File: src/rtl/ha_share_sched_pkg.sv
// rtl/ha_share_sched_pkg.sv - shared types, defaults and index helper for the HA share scheduler
package ha_share_sched_pkg;

  localparam int NREQ_DEF = 4;
  localparam int IDW_DEF  = 2;

  typedef enum logic [1:0] {
    S_IDLE  = 2'd0,
    S_RUN   = 2'd1,
    S_DRAIN = 2'd2
  } state_t;

  function automatic int wrap_idx(input int base, input int off, input int n);
    return (base + off) % n;
  endfunction

endpackage

File: src/rtl/ha_share_sched_if.sv
// rtl/ha_share_sched_if.sv - requester/consumer bus of the HA share scheduler
interface ha_share_sched_if #(
  parameter int NREQ = 4,
  parameter int IDW  = 2
);
  logic            en;
  logic [NREQ-1:0] req;
  logic [NREQ-1:0] op_x;
  logic [NREQ-1:0] op_y;
  logic [NREQ-1:0] gnt;
  logic            rsp_valid;
  logic            rsp_ready;
  logic [IDW-1:0]  rsp_id;
  logic            rsp_s;
  logic            rsp_c;
  logic            busy;

  modport master (
    output en, req, op_x, op_y, rsp_ready,
    input  gnt, rsp_valid, rsp_id, rsp_s, rsp_c, busy
  );

  modport slave (
    input  en, req, op_x, op_y, rsp_ready,
    output gnt, rsp_valid, rsp_id, rsp_s, rsp_c, busy
  );
endinterface

File: src/rtl/ha_share_sched_ha.sv
// rtl/ha_share_sched_ha.sv - the single half-adder shared by all requesters
module half_adder (
  input  logic i_x,
  input  logic i_y,
  output logic o_s,
  output logic o_c
);
  assign o_s = i_x ^ i_y;
  assign o_c = i_x & i_y;
endmodule

File: src/rtl/ha_share_sched_rr_pick.sv
// rtl/ha_share_sched_rr_pick.sv - combinational round-robin one-hot picker
module rr_pick
  import ha_share_sched_pkg::*;
#(
  parameter int NREQ = 4,
  parameter int IDW  = 2
) (
  input  logic [NREQ-1:0] i_req,
  input  logic [IDW-1:0]  i_ptr,
  output logic [NREQ-1:0] o_gnt,
  output logic [IDW-1:0]  o_idx
);
  logic           w_found;
  logic [IDW-1:0] w_j;

  // Search starts at the pointer so the most recent winner goes to the back of the line.
  always_comb begin
    o_gnt   = '0;
    o_idx   = '0;
    w_found = 1'b0;
    w_j     = '0;
    for (int k = 0; k < NREQ; k++) begin
      w_j = IDW'(wrap_idx(int'(i_ptr), k, NREQ));
      if (!w_found && i_req[w_j]) begin
        w_found    = 1'b1;
        o_gnt[w_j] = 1'b1;
        o_idx      = w_j;
      end
    end
  end
endmodule

File: src/rtl/ha_share_sched.sv
// rtl/ha_share_sched.sv - round-robin time-sharing of one half-adder across NREQ requesters
module ha_share_sched
  import ha_share_sched_pkg::*;
#(
  parameter int NREQ = NREQ_DEF,
  parameter int IDW  = IDW_DEF
) (
  input  logic           clk,
  input  logic           rst_n,
  ha_share_sched_if.slave bus
);
  state_t          r_state;
  state_t          w_state_nxt;
  logic [IDW-1:0]  r_ptr;
  logic            r_s1_v;
  logic [IDW-1:0]  r_s1_id;
  logic            r_s1_x;
  logic            r_s1_y;
  logic            r_rsp_valid;
  logic [IDW-1:0]  r_rsp_id;
  logic            r_rsp_s;
  logic            r_rsp_c;

  logic            w_stall;
  logic            w_grant_ok;
  logic [NREQ-1:0] w_req_gated;
  logic [NREQ-1:0] w_gnt;
  logic [IDW-1:0]  w_idx;
  logic            w_any;
  logic            w_ha_s;
  logic            w_ha_c;

  assign w_stall     = r_rsp_valid & ~bus.rsp_ready;
  assign w_req_gated = bus.req & {NREQ{w_grant_ok}};
  assign w_any       = |w_gnt;

  rr_pick #(.NREQ(NREQ), .IDW(IDW)) u_pick (
    .i_req (w_req_gated),
    .i_ptr (r_ptr),
    .o_gnt (w_gnt),
    .o_idx (w_idx)
  );

  half_adder u_ha (
    .i_x (r_s1_x),
    .i_y (r_s1_y),
    .o_s (w_ha_s),
    .o_c (w_ha_c)
  );

  always_ff @(posedge clk or negedge rst_n) begin
    if (!rst_n) begin
      r_state <= S_IDLE;
    end else begin
      r_state <= w_state_nxt;
    end
  end

  // DRAIN never grants, so only the pipeline contents decide when it may retire.
  always_comb begin
    w_state_nxt = r_state;
    w_grant_ok  = 1'b0;
    case (r_state)
      S_IDLE: begin
        if (bus.en) w_state_nxt = S_RUN;
      end
      S_RUN: begin
        w_grant_ok = bus.en & ~w_stall;
        if (!bus.en) w_state_nxt = (r_s1_v || r_rsp_valid) ? S_DRAIN : S_IDLE;
      end
      S_DRAIN: begin
        if (!r_s1_v && (!r_rsp_valid || bus.rsp_ready) && !w_any) w_state_nxt = S_IDLE;
      end
      default: w_state_nxt = S_IDLE;
    endcase
  end

  always_ff @(posedge clk or negedge rst_n) begin
    if (!rst_n) begin
      r_ptr <= '0;
    end else if (w_any) begin
      r_ptr <= IDW'(wrap_idx(int'(w_idx), 1, NREQ));
    end
  end

  always_ff @(posedge clk or negedge rst_n) begin
    if (!rst_n) begin
      r_s1_v      <= 1'b0;
      r_s1_id     <= '0;
      r_s1_x      <= 1'b0;
      r_s1_y      <= 1'b0;
      r_rsp_valid <= 1'b0;
      r_rsp_id    <= '0;
      r_rsp_s     <= 1'b0;
      r_rsp_c     <= 1'b0;
    end else if (!w_stall) begin
      r_s1_v      <= w_any;
      r_s1_id     <= w_idx;
      r_s1_x      <= bus.op_x[w_idx];
      r_s1_y      <= bus.op_y[w_idx];
      r_rsp_valid <= r_s1_v;
      r_rsp_id    <= r_s1_id;
      r_rsp_s     <= w_ha_s;
      r_rsp_c     <= w_ha_c;
    end
  end

  assign bus.gnt       = w_gnt;
  assign bus.rsp_valid = r_rsp_valid;
  assign bus.rsp_id    = r_rsp_id;
  assign bus.rsp_s     = r_rsp_s;
  assign bus.rsp_c     = r_rsp_c;
  assign bus.busy      = (r_state != S_IDLE);
endmodule

File: src/flat_wrapper.sv
// flat-port wrapper written by rule: the top's interface ports become plain ports
module ha_share_sched_flat import ha_share_sched_pkg::*;
#(
  parameter int NREQ = NREQ_DEF,
  parameter int IDW  = IDW_DEF
)
  (clk, rst_n, bus_en, bus_req, bus_op_x, bus_op_y, bus_rsp_ready, bus_gnt, bus_rsp_valid, bus_rsp_id, bus_rsp_s, bus_rsp_c, bus_busy);
  ha_share_sched_if #(.NREQ(NREQ), .IDW(IDW)) bus_i ();
  input  logic clk;
  input  logic rst_n;
  input wire logic [$bits(bus_i.en)-1:0] bus_en;
  input wire logic [$bits(bus_i.req)-1:0] bus_req;
  input wire logic [$bits(bus_i.op_x)-1:0] bus_op_x;
  input wire logic [$bits(bus_i.op_y)-1:0] bus_op_y;
  input wire logic [$bits(bus_i.rsp_ready)-1:0] bus_rsp_ready;
  output wire logic [$bits(bus_i.gnt)-1:0] bus_gnt;
  output wire logic [$bits(bus_i.rsp_valid)-1:0] bus_rsp_valid;
  output wire logic [$bits(bus_i.rsp_id)-1:0] bus_rsp_id;
  output wire logic [$bits(bus_i.rsp_s)-1:0] bus_rsp_s;
  output wire logic [$bits(bus_i.rsp_c)-1:0] bus_rsp_c;
  output wire logic [$bits(bus_i.busy)-1:0] bus_busy;
  assign bus_i.en = bus_en;
  assign bus_i.req = bus_req;
  assign bus_i.op_x = bus_op_x;
  assign bus_i.op_y = bus_op_y;
  assign bus_i.rsp_ready = bus_rsp_ready;
  assign bus_gnt = bus_i.gnt;
  assign bus_rsp_valid = bus_i.rsp_valid;
  assign bus_rsp_id = bus_i.rsp_id;
  assign bus_rsp_s = bus_i.rsp_s;
  assign bus_rsp_c = bus_i.rsp_c;
  assign bus_busy = bus_i.busy;
  ha_share_sched #(.NREQ(NREQ), .IDW(IDW)) u_core (.clk(clk), .rst_n(rst_n), .bus(bus_i));
endmodule
File: config.mk
export PLATFORM = sky130hd
export DESIGN_NAME = ha_share_sched_flat
export DESIGN_NICKNAME = d
export VERILOG_FILES = /design/src/rtl/ha_share_sched_pkg.sv /design/src/rtl/ha_share_sched_if.sv /design/src/rtl/ha_share_sched_ha.sv /design/src/rtl/ha_share_sched_rr_pick.sv /design/src/rtl/ha_share_sched.sv /design/src/flat_wrapper.sv
export SDC_FILE = /design/constraint.sdc
export NUM_CORES = 1
export LEC_CHECK = 0
export CAP_MARGIN = 5
export CORE_UTILIZATION = 50
export DETAILED_ROUTE_END_ITERATION = 7
export PLACE_DENSITY = 0.83
export SYNTH_ARGS = -nofsm -noshare
export SYNTH_HDL_FRONTEND = slang
export SYNTH_SLANG_ARGS = --single-unit
export TNS_END_PERCENT = 5
File: constraint.sdc
create_clock -name clk -period 3.5 [get_ports clk]
set_input_delay 0.525 -clock clk [delete_from_list [all_inputs] [get_ports clk]]
set_output_delay 0.525 -clock clk [all_outputs]
set_load 0.02 [all_outputs]
==> flow_summary.ini, run 1 <==
[pwr]
netSwitchingFraction_pct = 42.0
switching_power_mw = 0.426
seqPwrFrac_pct = 25.9
p_clk_share_pct = 11.6
pwr-share-comb_pct = 62.5
p_leak_nw = 0.655
p_per_area_mw_per_mm2 = 661
power.ir.vdd_worst_mv = 0.524
p_int_mw = 0.587

[synth]
synth.most_common_cell = dfrtp_1
yosysSeqAreaShare_pct = 29.9
synth_top_area_share_pct = 29.9
synth_fa_ha_area_share_pct = 5.33
syn_area_sq_mm = 0.00117
synth_xor_area_share_pct = 0.746
synth-edff-count = 0
syn_inst = 123
synth.distinct_cells = 45
synth.largest_area_cell = dfrtp_1
synth_area_leaders = dfrtp_1, mux2i_1, mux2_2, ha_1, a221oi_1
synth_fp_nets = 144
synth_compound_area_share_pct = 21.1
yosys.area_share.simple_pct = 21.3
synth_mux_area_share_pct = 16.1
synth_commonest_cells = dfrtp_1, nor2_1, mux2i_1
synthFlopType = dfrtp_1
synth_top_family_by_area = simple AND/OR/NAND/NOR gates
ys_async_sr_fraction_pct = 100
syn_area_per_cell_sq_um = 9.54
yosysWarningCount = 0
synth_seq_cells = 14

[sta]
rsz0062_at_grt = no
clock_skew_ps = 11.7
min_period_ps = 3290
hold_violations = 0
holdWs_ps = 507
setup_viol = 0
finalSetupTns_ps = 0
slew_headroom_pct = 54.0
tightestPinTransition_ps = 685
slew_violations = 0
max_freq_ghz = 0.304
fin_crit_sh_pct = 93.9

[detailed_routing]
num_vias = 1078
viasPerCell = 5.92
drcViolationCount = 0
wl_per_cell_um = 14.2
detail_route.first_pass.iterations = 4
drt_iter0_drc = 21
ant_nets = 0
drt-total-wl_um = 2580

[final_layout]
layout.area.seq_sq_um = 350
area_growth_pct = 30.4
multi_input_area_sq_um = 766
num-nets-final = 176
fill_cells = 195
n_antenna_cell = 0
drive_above_1_share_pct = 20.1

[worst_setup_path]
max_stage_delay_ps = 370
cp_slowest_cell = dfrtp_1
cp_data_required_time_ps = 2970
critPathArrivalTime_ps = 2760
path_cells = inv_1, ha_1, buf_4, mux2_2, mux2_4, and2_4, a221oi_2, o2bb2ai_2, dlygate4sd2_1
cp_max_fo = 11
startpoint_type = flop
cp-end-kind = output port
worstReg2RegStart = u_core.r_ptr[1]
crit_start = u_core.r_ptr[1]
critPathKind = reg2out

[grt]
antenna_found_initial = 0
gr-total-overflow = 0
track_usage_pct = 23.0
grt_pass1_vias = 1017
grt_max_degree = 15
grt_pass1_wl_um = 4400

[clock_tree]
cts.sinks = 14
clock_latency_ps = 290
cts_tree = done
cts.path.max_buffers = 2
root_buffer = clkbuf_4
cts.hold.buffers_added = 0
htreeDepth = 1
cts_buffers = 3
clkTransAtPathRegs_ps = 90

[placement]
portBuffers = 25
gp_congestion = 0.809
dp_hpwl_um = 2020

[floorplanning]
rows = 17
io_pins = 26
core_sq_mm = 0.00221
die_w_um = 50.5
initial_core_util_pct = 53.1
die_area_sq_mm = 0.00255
chipHeight_um = 50.5

[run_status]
status = finished, final reports clean

[min_path]
holdCritStartpoint = u_core.bus.rsp_id[0]
min_path_type = reg2reg

[job]
drv_cap = 0
-- worst max-delay path: cells and delay by family (launching register included) --
kind	cells	cell delay (ps)
muxes	2	630
buffers and inverters	3	580
AOI/OAI and AO/OA	2	390
DFF	1	370
adders and majority gates	1	310
and+or+nand+nor	1	180
-- worst paths after layout --
check	to	slack [ps]	cells after the start
max	bus_gnt[0]	210	9
min	u_core.bus.rsp_id[0]	510	1
max reg2reg	u_core.r_ptr[0]	450	11
min reg2reg	u_core.bus.rsp_id[0]	510	1
max in group asynchronous	u_core.bus.rsp_id[0]	2470	1
min in group asynchronous	u_core.bus.rsp_s	620	1
-- state kept, by name, summed over array words and instances (netlist names) --
register              flops
u_core.bus.rsp_id         2
u_core.bus.rsp_s          1
u_core.r_s1_id            2
u_core.bus.rsp_c          1
u_core.bus.rsp_valid      1
u_core.r_state            2
u_core.r_s1_v             1
u_core.r_s1_x             1
u_core.r_s1_y             1
u_core.r_ptr              2
-- power by group through the flow --
stage | Clock (mW) | Combinational [mW] | Sequential [mW]
floorplan | 0 | 0.407 | 0.290
global placement | 0 | 0.616 | 0.262
detailed placement | 0 | 0.635 | 0.266
CTS | 0.120 | 0.634 | 0.262
global route | 0.126 | 0.690 | 0.268
finish | 0.117 | 0.633 | 0.262
-- cell families (layout without fill, tap and decap cells) --
logic type | count (synthesis) | after routing
flops | 14 | 14
simple gates | 41 | 41
compound gates | 31 | 31
xor+xnor | 1 | 1
fa+ha+maj | 5 | 5
buf+inv | 14 | 45
mux | 17 | 17
-- what timing repair did --
action                     4_1_cts  5_1_grt
resized for setup                5        0
hold endpoints to repair         0        0
buffers inserted                 0        0
setup endpoints to repair        4        0
-- per-stage QoR --
stage	area [sq um]	power, mW	setup WS, ps	std cells	util (%)
2_1_floorplan	1170	0.698	418	123	-
3_3_place_gp	1490	0.878	127	178	67.4
3_5_place_dp	1490	0.901	49.5	178	67.4
4_1_cts	1530	1.02	214	182	69.2
5_1_grt	1530	1.08	103	182	69.2
6_report	1530	1.01	214	182	69.2
-- cell usage in the layout, fill, tap and decap left out, drive strengths merged, types with 3 or more instances in the layout --
cell	n
clkdlybuf4s50	21
dfrtp	14
buf	10
nor2	10
mux2	9
mux2i	8
inv	6
a221oi	6
o21ai	6
ha	5
nand2	4
dlygate4sd2	4
o2bb2ai	4
clkbuf	4
nor2b	3
nand3	3
nor4b	3
nor3	3
a31oi	3
a211oi	3
and2	3
a21oi	3
-- layout make-up --
cell class	instances	share of cell area (%)
clock buffers	4	2.37
flip-flops and latches	14	22.9
inverters	6	1.47
repair buffers	35	20.9
well taps	28	2.29
multi-input cells	95	50.0
-- routing by layer --
metal  up-vias  wire [um]  global-route usage (%)
met2        20       1260                    38.2
met4         0         50                    7.87
li1        530          -                       -
met5         -          0                       0
met1       522       1190                    29.0
met3         6         82                    5.45
Power figures use the tool's default switching activity.
==> run 2: changes to the inputs <==
- SETUP_SLACK_MARGIN: not set -> 0.4
==> flow_summary.ini, run 2 (synthesis gave the netlist of run 1 again) <==
[run_status]
status = finished, final reports clean

[grt]
antenna_found_initial = 0
grt_pass1_vias = 1008
gr-total-overflow = 0
track_usage_pct = 23.2
grt_max_degree = 15
grt_pass1_wl_um = 4460

[final_layout]
drive_above_1_share_pct = 26.5
area_growth_pct = 35.9
num-nets-final = 177
mostFrequentLayoutCell = clkdlybuf4s50_1
multi_input_area_sq_um = 825
n_antenna_cell = 0
final_area_sq_mm = 0.00160
fill_cells = 186
layout.area.seq_sq_um = 350
final_cell_mix = clkdlybuf4s50_1, buf_4, dfrtp_1

[job]
drv_cap = 0

[detailed_routing]
drt-total-wl_um = 2740
ant_nets = 0
wl_per_cell_um = 15.0
drt_iter0_drc = 30
drcViolationCount = 0
num_vias = 1101
detail_route.first_pass.iterations = 4
viasPerCell = 6.02

[clock_tree]
cts.hold.buffers_added = 0
cts.path.max_buffers = 2
clock_latency_ps = 290
root_buffer = clkbuf_4
cts.sinks = 14
clkTransAtPathRegs_ps = 90
htreeDepth = 1
cts_tree = done
cts_buffers = 3

[floorplanning]
die_area_sq_mm = 0.00255
io_pins = 26
die_w_um = 50.5
core_sq_mm = 0.00221
initial_core_util_pct = 53.1
chipHeight_um = 50.5
rows = 17

[sta]
max_freq_ghz = 0.325
tightestPinTransition_ps = 686
setup_viol = 0
finalSetupTns_ps = 0
slew_headroom_pct = 54.0
slew_violations = 0
fin_crit_sh_pct = 87.8
hold_violations = 0
min_period_ps = 3070
clock_skew_ps = 11.0
rsz0062_at_grt = yes

[pwr]
power.ir.vdd_worst_mv = 0.536
p_per_area_mw_per_mm2 = 672
p_leak_nw = 0.665

[placement]
portBuffers = 25
gp_congestion = 0.809
dp_hpwl_um = 2020
place_area_sq_mm = 0.00149

[worst_setup_path]
critPathArrivalTime_ps = 2550
ff2ff_setup_slack_ps = 480
max_stage_delay_ps = 390
cp-end-kind = output port
cp_slowest_cell = dfrtp_1
cp_max_fo = 4
path_cells = inv_2, ha_4, mux2_2, or3_4, a21oi_4, a221oi_1, o2bb2ai_1, buf_4
cp_data_required_time_ps = 2970
crit_family = compound AO/OA/AOI/OAI gates
startpoint_type = flop
critPathKind = reg2out
cp_num_buf_inv = 2

[min_path]
min_path_type = reg2reg
-- run 2: final timing paths --
kind	startpoint	end	cells after the start
worst max-delay path	u_core.r_ptr[1]	bus_gnt[3]	8
worst min-delay path	u_core.bus.rsp_id[0]	u_core.bus.rsp_id[0]	1
worst max register to register	u_core.r_ptr[1]	u_core.r_ptr[0]	11
worst min register to register	u_core.bus.rsp_id[0]	u_core.bus.rsp_id[0]	1
max in group asynchronous	rst_n	u_core.bus.rsp_id[0]	1
min in group asynchronous	rst_n	u_core.bus.rsp_s	1
-- run 2: final cells by class --
type | instances | share of cell area, %
timing repair buffer | 36 | 20.5
sequential | 14 | 22.0
multi-input combinational | 95 | 51.7
tap | 28 | 2.20
clock buffer | 4 | 2.27
inverter | 6 | 1.41
-- run 2: repair_timing --
item	4_1_cts	5_1_grt
setup buffers	0	1
hold endpoints to repair	0	0
pin swaps	1	3
resized for setup	22	8
setup endpoints to repair	4	5
-- run 2: routing by layer --
layer | wire length, um | track usage [%] | part of all wire (%)
met1 | 1220 | 29.1 | 44
met2 | 1370 | 38.9 | 50
met3 | 103 | 5.45 | 3.8
met4 | 50 | 7.87 | 1.8
met5 | 0 | 0 | 0
-- run 2: metrics by stage --
stage / cells / utilization (%) / hold WS (ps) / power, mW / worst slack (ps)
after floorplan: 123 / - / 229 / 0.698 / 418
after CTS: 182 / 69.5 / 512 / 1.02 / 387
after global routing: 183 / 72.1 / 523 / 1.14 / 358
after detailed placement: 178 / 67.4 / 494 / 0.901 / 49.5
final: 183 / 72.1 / 507 / 1.07 / 426
after global placement: 178 / 67.4 / 488 / 0.878 / 127
-- run 2: worst reg2reg max path: cells and delay by family (launching register included) --
| kind | cells | cell delay [ps] |
|---|---|---|
| multiplexers | 3 | 950 |
| AND/OR/NAND/NOR | 2 | 550 |
| AO/OA/AOI/OAI | 2 | 390 |
| flip-flops | 1 | 390 |
| adder cells (fa/ha/maj) | 1 | 280 |
| buffers and inverters | 3 | 360 |
-- run 2: where the power goes --
part | switching [mW] | leakage (nW) | total (mW) | internal [mW]
sequential | 0.0404 | 0.174 | 0.263 | 0.222
combinational | 0.360 | 0.470 | 0.692 | 0.333
clock | 0.0534 | 0.0210 | 0.117 | 0.0634
total | 0.454 | 0.665 | 1.07 | 0.618
==> run 3: changes to the inputs <==
- GPL_TIMING_DRIVEN: not set -> 1
- HOLD_SLACK_MARGIN: not set -> 0.08
==> results of run 3 <==
No change in the layout: final DEF, timing and power equal those of run 2.
